--- src/rtl/mod_id_ex_stage.sv ---
`default_nettype none
// ============================================================================
// Module   : mod_id_ex_stage
// Purpose  : ID/EX pipeline register with EX-side operand forwarding, ALU
//            operand selection and load-use hazard detection.
// Revision : 1.0 - initial release
// ============================================================================
module mod_id_ex_stage #(
  parameter int DATA_W = 32,
  parameter int RA_W   = 5
) (
  input  logic              clk,
  input  logic              rst,
  input  logic              stall_i,
  input  logic              flush_i,
  // ID-stage instruction fields
  input  logic              id_valid,
  input  logic [DATA_W-1:0] id_pc,
  input  logic [DATA_W-1:0] id_rs_data,
  input  logic [DATA_W-1:0] id_rt_data,
  input  logic [RA_W-1:0]   id_rs_addr,
  input  logic [RA_W-1:0]   id_rt_addr,
  input  logic [RA_W-1:0]   id_rd_addr,
  input  logic              id_uses_rs,
  input  logic              id_uses_rt,
  input  logic [DATA_W-1:0] id_imm,
  input  logic [4:0]        id_shamt,
  input  logic [3:0]        id_alu_ctr,
  input  logic              id_alusrc_imm,
  input  logic              id_shift_imm,
  input  logic              id_reg_we,
  input  logic              id_mem_re,
  input  logic              id_mem_we,
  // Forwarding sources
  input  logic              exmem_reg_we,
  input  logic [RA_W-1:0]   exmem_rd,
  input  logic [DATA_W-1:0] exmem_result,
  input  logic              memwb_reg_we,
  input  logic [RA_W-1:0]   memwb_rd,
  input  logic [DATA_W-1:0] memwb_data,
  // EX-stage outputs
  output logic [DATA_W-1:0] alu_a,
  output logic [DATA_W-1:0] alu_b,
  output logic [3:0]        alu_ctr,
  output logic [DATA_W-1:0] ex_store_data,
  output logic [RA_W-1:0]   ex_rd,
  output logic [DATA_W-1:0] ex_pc,
  output logic              ex_valid,
  output logic              ex_reg_we,
  output logic              ex_mem_re,
  output logic              ex_mem_we,
  output logic              load_use_o
);

  localparam logic [RA_W-1:0] c_REG_ZERO = '0;

  // --------------------------------------------------------------------------
  // Pipeline registers
  // --------------------------------------------------------------------------
  logic              r_valid;
  logic              r_reg_we;
  logic              r_mem_re;
  logic              r_mem_we;
  logic [3:0]        r_alu_ctr;
  logic [RA_W-1:0]   r_rd;
  logic [DATA_W-1:0] r_pc;
  logic [DATA_W-1:0] r_rs_data;
  logic [DATA_W-1:0] r_rt_data;
  logic [RA_W-1:0]   r_rs_addr;
  logic [RA_W-1:0]   r_rt_addr;
  logic [DATA_W-1:0] r_imm;
  logic [4:0]        r_shamt;
  logic              r_alusrc_imm;
  logic              r_shift_imm;

  // Forwarding results
  logic              w_rs_hit_exmem;
  logic              w_rs_hit_memwb;
  logic              w_rt_hit_exmem;
  logic              w_rt_hit_memwb;
  logic [DATA_W-1:0] w_fwd_rs;
  logic [DATA_W-1:0] w_fwd_rt;

  // Load-use terms
  logic              w_ex_is_load;
  logic              w_rs_dep;
  logic              w_rt_dep;

  // --------------------------------------------------------------------------
  // Forward-match detection; register 0 is never a forwarding target
  // --------------------------------------------------------------------------
  assign w_rs_hit_exmem = exmem_reg_we && (exmem_rd != c_REG_ZERO) && (exmem_rd == r_rs_addr);
  assign w_rs_hit_memwb = memwb_reg_we && (memwb_rd != c_REG_ZERO) && (memwb_rd == r_rs_addr);
  assign w_rt_hit_exmem = exmem_reg_we && (exmem_rd != c_REG_ZERO) && (exmem_rd == r_rt_addr);
  assign w_rt_hit_memwb = memwb_reg_we && (memwb_rd != c_REG_ZERO) && (memwb_rd == r_rt_addr);

  // Forwarding mux: the younger EX/MEM producer takes priority over MEM/WB
  always_comb begin
    w_fwd_rs = r_rs_data;
    if (w_rs_hit_exmem) begin
      w_fwd_rs = exmem_result;
    end else if (w_rs_hit_memwb) begin
      w_fwd_rs = memwb_data;
    end

    w_fwd_rt = r_rt_data;
    if (w_rt_hit_exmem) begin
      w_fwd_rt = exmem_result;
    end else if (w_rt_hit_memwb) begin
      w_fwd_rt = memwb_data;
    end
  end

  // --------------------------------------------------------------------------
  // ID/EX register: reset > flush > stall > load
  // --------------------------------------------------------------------------
  // Control/valid path; a flush inserts a bubble, a stall holds everything
  always_ff @(posedge clk) begin
    if (rst) begin
      r_valid   <= 1'b0;
      r_reg_we  <= 1'b0;
      r_mem_re  <= 1'b0;
      r_mem_we  <= 1'b0;
      r_alu_ctr <= 4'd0;
      r_rd      <= '0;
    end else if (flush_i) begin
      r_valid   <= 1'b0;
      r_reg_we  <= 1'b0;
      r_mem_re  <= 1'b0;
      r_mem_we  <= 1'b0;
      r_alu_ctr <= 4'd0;
      r_rd      <= '0;
    end else if (!stall_i) begin
      // An invalid ID slot must not carry side effects into EX
      r_valid   <= id_valid;
      r_reg_we  <= id_valid & id_reg_we;
      r_mem_re  <= id_valid & id_mem_re;
      r_mem_we  <= id_valid & id_mem_we;
      r_alu_ctr <= id_alu_ctr;
      r_rd      <= id_rd_addr;
    end
  end

  // Operand data; during a stall it tracks the forwarded value so a producer
  // that retires mid-hold does not leave a stale register-file value behind
  always_ff @(posedge clk) begin
    if (rst) begin
      r_rs_data <= '0;
      r_rt_data <= '0;
    end else if (flush_i) begin
      r_rs_data <= '0;
      r_rt_data <= '0;
    end else if (stall_i) begin
      r_rs_data <= w_fwd_rs;
      r_rt_data <= w_fwd_rt;
    end else begin
      r_rs_data <= id_rs_data;
      r_rt_data <= id_rt_data;
    end
  end

  // Addresses, PC, immediate and operand-select flags; unaffected by flush
  always_ff @(posedge clk) begin
    if (rst) begin
      r_pc         <= '0;
      r_rs_addr    <= '0;
      r_rt_addr    <= '0;
      r_imm        <= '0;
      r_shamt      <= 5'd0;
      r_alusrc_imm <= 1'b0;
      r_shift_imm  <= 1'b0;
    end else if (!flush_i && !stall_i) begin
      r_pc         <= id_pc;
      r_rs_addr    <= id_rs_addr;
      r_rt_addr    <= id_rt_addr;
      r_imm        <= id_imm;
      r_shamt      <= id_shamt;
      r_alusrc_imm <= id_alusrc_imm;
      r_shift_imm  <= id_shift_imm;
    end
  end

  // --------------------------------------------------------------------------
  // Operand selection
  // --------------------------------------------------------------------------
  // A comes from the shift-amount field for immediate shifts, else from rs
  always_comb begin
    alu_a = w_fwd_rs;
    if (r_shift_imm) begin
      alu_a = {{(DATA_W-5){1'b0}}, r_shamt};
    end
  end

  // B comes from the immediate for I-type ops, else from rt
  always_comb begin
    alu_b = w_fwd_rt;
    if (r_alusrc_imm) begin
      alu_b = r_imm;
    end
  end

  assign ex_store_data = w_fwd_rt;
  assign alu_ctr       = r_alu_ctr;
  assign ex_rd         = r_rd;
  assign ex_pc         = r_pc;
  assign ex_valid      = r_valid;
  assign ex_reg_we     = r_reg_we;
  assign ex_mem_re     = r_mem_re;
  assign ex_mem_we     = r_mem_we;

  // --------------------------------------------------------------------------
  // Load-use hazard: a load in EX whose result the ID instruction needs
  // --------------------------------------------------------------------------
  assign w_ex_is_load = r_valid && r_mem_re && (r_rd != c_REG_ZERO);
  assign w_rs_dep     = id_uses_rs && (r_rd == id_rs_addr);
  assign w_rt_dep     = id_uses_rt && (r_rd == id_rt_addr);
  assign load_use_o   = w_ex_is_load && (w_rs_dep || w_rt_dep);

endmodule
`default_nettype wire

--- config.mk ---
export PLATFORM = sky130hd
export DESIGN_NAME = mod_id_ex_stage
export DESIGN_NICKNAME = d
export VERILOG_FILES = /design/src/rtl/mod_id_ex_stage.sv
export SDC_FILE = /design/constraint.sdc
export NUM_CORES = 1
export LEC_CHECK = 0
export BUFFER_PORTS_ARGS = -buffer_cell sky130_fd_sc_hd__buf_2
export CORE_AREA = 2 2 148 150
export CTS_CLUSTER_SIZE = 16
export DETAILED_ROUTE_END_ITERATION = 16
export DIE_AREA = 0 0 150 152
export PLACE_DENSITY = 0.8
export SETUP_SLACK_MARGIN = 0.15
export SLEW_MARGIN = 20
export SYNTH_ARGS = -nofsm -noshare
export SYNTH_HDL_FRONTEND = slang
export SYNTH_SLANG_ARGS = --single-unit
--- constraint.sdc ---
create_clock -name clk -period 2 [get_ports clk]
set_clock_uncertainty 0.05 [all_clocks]
set_input_delay 0.2 -clock clk [delete_from_list [all_inputs] [get_ports clk]]
set_output_delay 0.2 -clock clk [all_outputs]
set_load 0.01 [all_outputs]
==> impl_metrics.json <==
{
  "status": "complete, but fails checks",
  "failed_checks": "negative setup slack",
  "crit_path_start_kind": "register",
  "syn_nets": 1269,
  "rows": 54,
  "cp.required_ps": 1750,
  "finalHoldViolations": 0,
  "clkTransAtPathRegs_ps": 60,
  "finalMaxSlewViolations": 0,
  "port_buffers": 381,
  "htreeDepth": 4,
  "drive_gt1_share_pct": 54.56,
  "die_x_um": 150,
  "period_minus_slack_ps": 3021,
  "max_freq_mhz": 331.0,
  "area_delta_synth_final_pct": 111.4,
  "synth_area_per_cell_sq_um": 8.022,
  "overflow": 0,
  "setup.worst_path.end_class": "output pin",
  "yosysMostFrequentCell": "nand2_1",
  "start_util_pct": 38.66,
  "finalSetupViolCount": 160,
  "synthesis.instances": 1029,
  "grt_pass1_wl_um": 68400,
  "fill_cells": 1062,
  "worstMarginPinSlew_ps": 720.7,
  "viasPerCell": 6.084,
  "yosys_warnings": 0,
  "synth_top_area_cell": "dfxtp_1",
  "clock_path_buffers": 2,
  "vias": 12350,
  "worstPathMaxFanout": 7,
  "grt_start_max_net_pins": 82,
  "firstDrtPassIters": 8,
  "utilization_pct": 81.71,
  "max_cap_viol_count": 0,
  "dp.cells": 1727,
  "cts_buffers": 17,
  "synth_commonest_cells": "nand2_1 (227), dfxtp_1 (158), a21oi_1 (115), nor2_1 (77), mux2i_1 (73)",
  "pin_count": 382,
  "setup_slack_ps": -1021,
  "syn-cell-area_sq_um": 8254,
  "power_uw": 9302,
  "synthTopCellsByArea": "dfxtp_1 (38%), nand2_1 (10%), mux2i_1 (8.9%)",
  "cts_sinks": 158,
  "seq_area_frac_synth_pct": 38.32,
  "gp_congestion": 0.9118,
  "rr_startpoint": "r_rt_addr[1]",
  "period_share_pct": 151.1,
  "dieArea_sq_um": 22800,
  "die_h_um": 152,
  "p_leak_uw": 0.007304,
  "coreArea_sq_um": 21350,
  "worstPathArrival_ps": 2770,
  "grt_pass1_vias": 12250,
  "worst-setup-path-type": "register to output pin",
  "antenna_found_initial": 8,
  "ir_drop_v": 0.0005919,
  "design_area_sq_um": 17450,
  "root_buffer": "clkbuf_16",
  "cts_tree": "done",
  "routed_wl_um": 55540,
  "ys.flop_type": "dfxtp_1",
  "clk_latency_ps": 430,
  "drc": 0,
  "reg2reg_to": "r_rt_data[10]",
  "grt_usage_pct": 39.29,
  "rr_worst_depth": 11,
  "power_density_nw_per_um2": 533.2,
  "antenna_left": 0,
  "r2r_slack_ps": -460,
  "hpwl_um": 24700,
  "crit_path_start": "r_rs_addr[0]",
  "ys_ff_latch": 158,
  "synth_edf_count": 0,
  "hold_path.class": "input port to register",
  "crit_end": "alu_a[2]",
  "async_flop_share_pct": 0,
  "synth.distinct_cells": 30,
  "relSlewSlack_pct": 51.58,
  "rsz0062_at_grt": "true",
  "yosysTopAreaCellShare_pct": 38.32,
  "drtIter0Drc": 1179,
  "wl_per_cell_um": 27.36,
  "post_dp_cell_area_sq_um": 11950,
  "final_cells": 2030,
  "fin_nets": 1972
}
-- logic make-up after synthesis --
family          share of synthesized area [%]
buf+inv                                 8.443
compound gates                          23.10
xor+xnor                                3.183
mux                                     8.852
flops                                   38.32
simple gates                            18.10
-- worst min path at each step --
stage / from / depth (start not counted) / endpoint / slack (ps)
final: id_rt_addr[2] / 3 / r_rt_addr[2] / 10
after global routing: id_rt_addr[2] / 3 / r_rt_addr[2] / 20
after CTS: id_rt_addr[2] / 3 / r_rt_addr[2] / 0.5
after detailed placement: id_rt_data[20] / 3 / r_rt_data[20] / 360
after global placement: id_rs_data[30] / 3 / r_rs_data[30] / 360
after floorplan: id_rs_data[2] / 2 / r_rs_data[2] / 270
-- worst max-delay path, stage by stage (launching register included) --
cell and delay [ps]:
dfxtp_4 370, xnor2_2 160, o2111ai_2 150, or4_4 500, buf_4 180, clkbuf_16 160, nor3_1 560, a221oi_2 80
buf_2 190
-- cells in the final DEF, fill, tap and decap left out, drive strengths merged, types with 3 or more instances in the layout --
cell	n
or2	5
dlygate4sd3	153
clkbuf	23
o221ai	64
nand2	227
inv	80
dfxtp	158
diode	5
nor3	37
nor2	77
nor4	4
xnor2	15
a21oi	115
a211oi	27
xor2	15
nand3	8
mux2i	73
or4	4
buf	609
a22oi	3
a221oi	37
-- report_power, final --
group	switching [uW]	leakage, uW	total, uW	internal, uW
combinational	1290	0.00572	2510	1220
sequential	112	0.00130	3380	3270
clock	1630	0.000290	3410	1790
-- per-stage QoR --
stage	setup slack, ps	TNS [ps]	hold WS [ps]
global placement	-303.6	-35410	358.1
finish	-1021	-86650	10.51
CTS	-619.4	-54190	0.5493
floorplan	71.04	0	266.0
detailed placement	-354.1	-40150	360.3
global route	-1094	-95360	16.30
-- metal layers --
layer | wire [um] | share of wire [%] | track usage, % | vias up
li1 | - | - | - | 5026
met1 | 17500 | 32 | 40.66 | 5687
met2 | 24940 | 45 | 64.12 | 1138
met3 | 7346 | 13 | 13.87 | 489
met4 | 5616 | 10 | 30.86 | 10
met5 | 140 | 0.25 | 0 | -
-- what timing repair did --
action,CTS,global route
hold endpoints to repair,153,0
resized for setup,239,128
setup buffers,39,50
pin swaps,53,54
hold buffers,153,0
setup endpoints to repair,161,161
gates cloned,18,6
-- sequential cells by signal, indices dropped and copies added (netlist names) --
register and count:
ex_pc 32, r_shamt 5, ex_mem_we 1, r_shift_imm 1
ex_mem_re 1, r_alusrc_imm 1, ex_rd 5, ex_reg_we 1
r_rt_addr 5, ex_valid 1, r_rt_data 32, alu_ctr 4
r_imm 32, r_rs_addr 5, r_rs_data 32
-- cell type report --
| cell class | count | area, sq um | share of cell area, % |
|---|---|---|---|
| Clock inverter | 15 | 162.7 | 0.9324 |
| Timing Repair Buffer | 769 | 6472 | 37.10 |
| Multi-Input combinational cell | 717 | 6569 | 37.65 |
| Tap cell | 280 | 350.3 | 2.008 |
| Clock buffer | 17 | 425.4 | 2.438 |
| Sequential cell | 158 | 3194 | 18.31 |
| Antenna cell | 5 | 12.51 | 0.07172 |
| Inverter | 69 | 259.0 | 1.485 |
No activity file was read; power rests on OpenSTA's default activity.
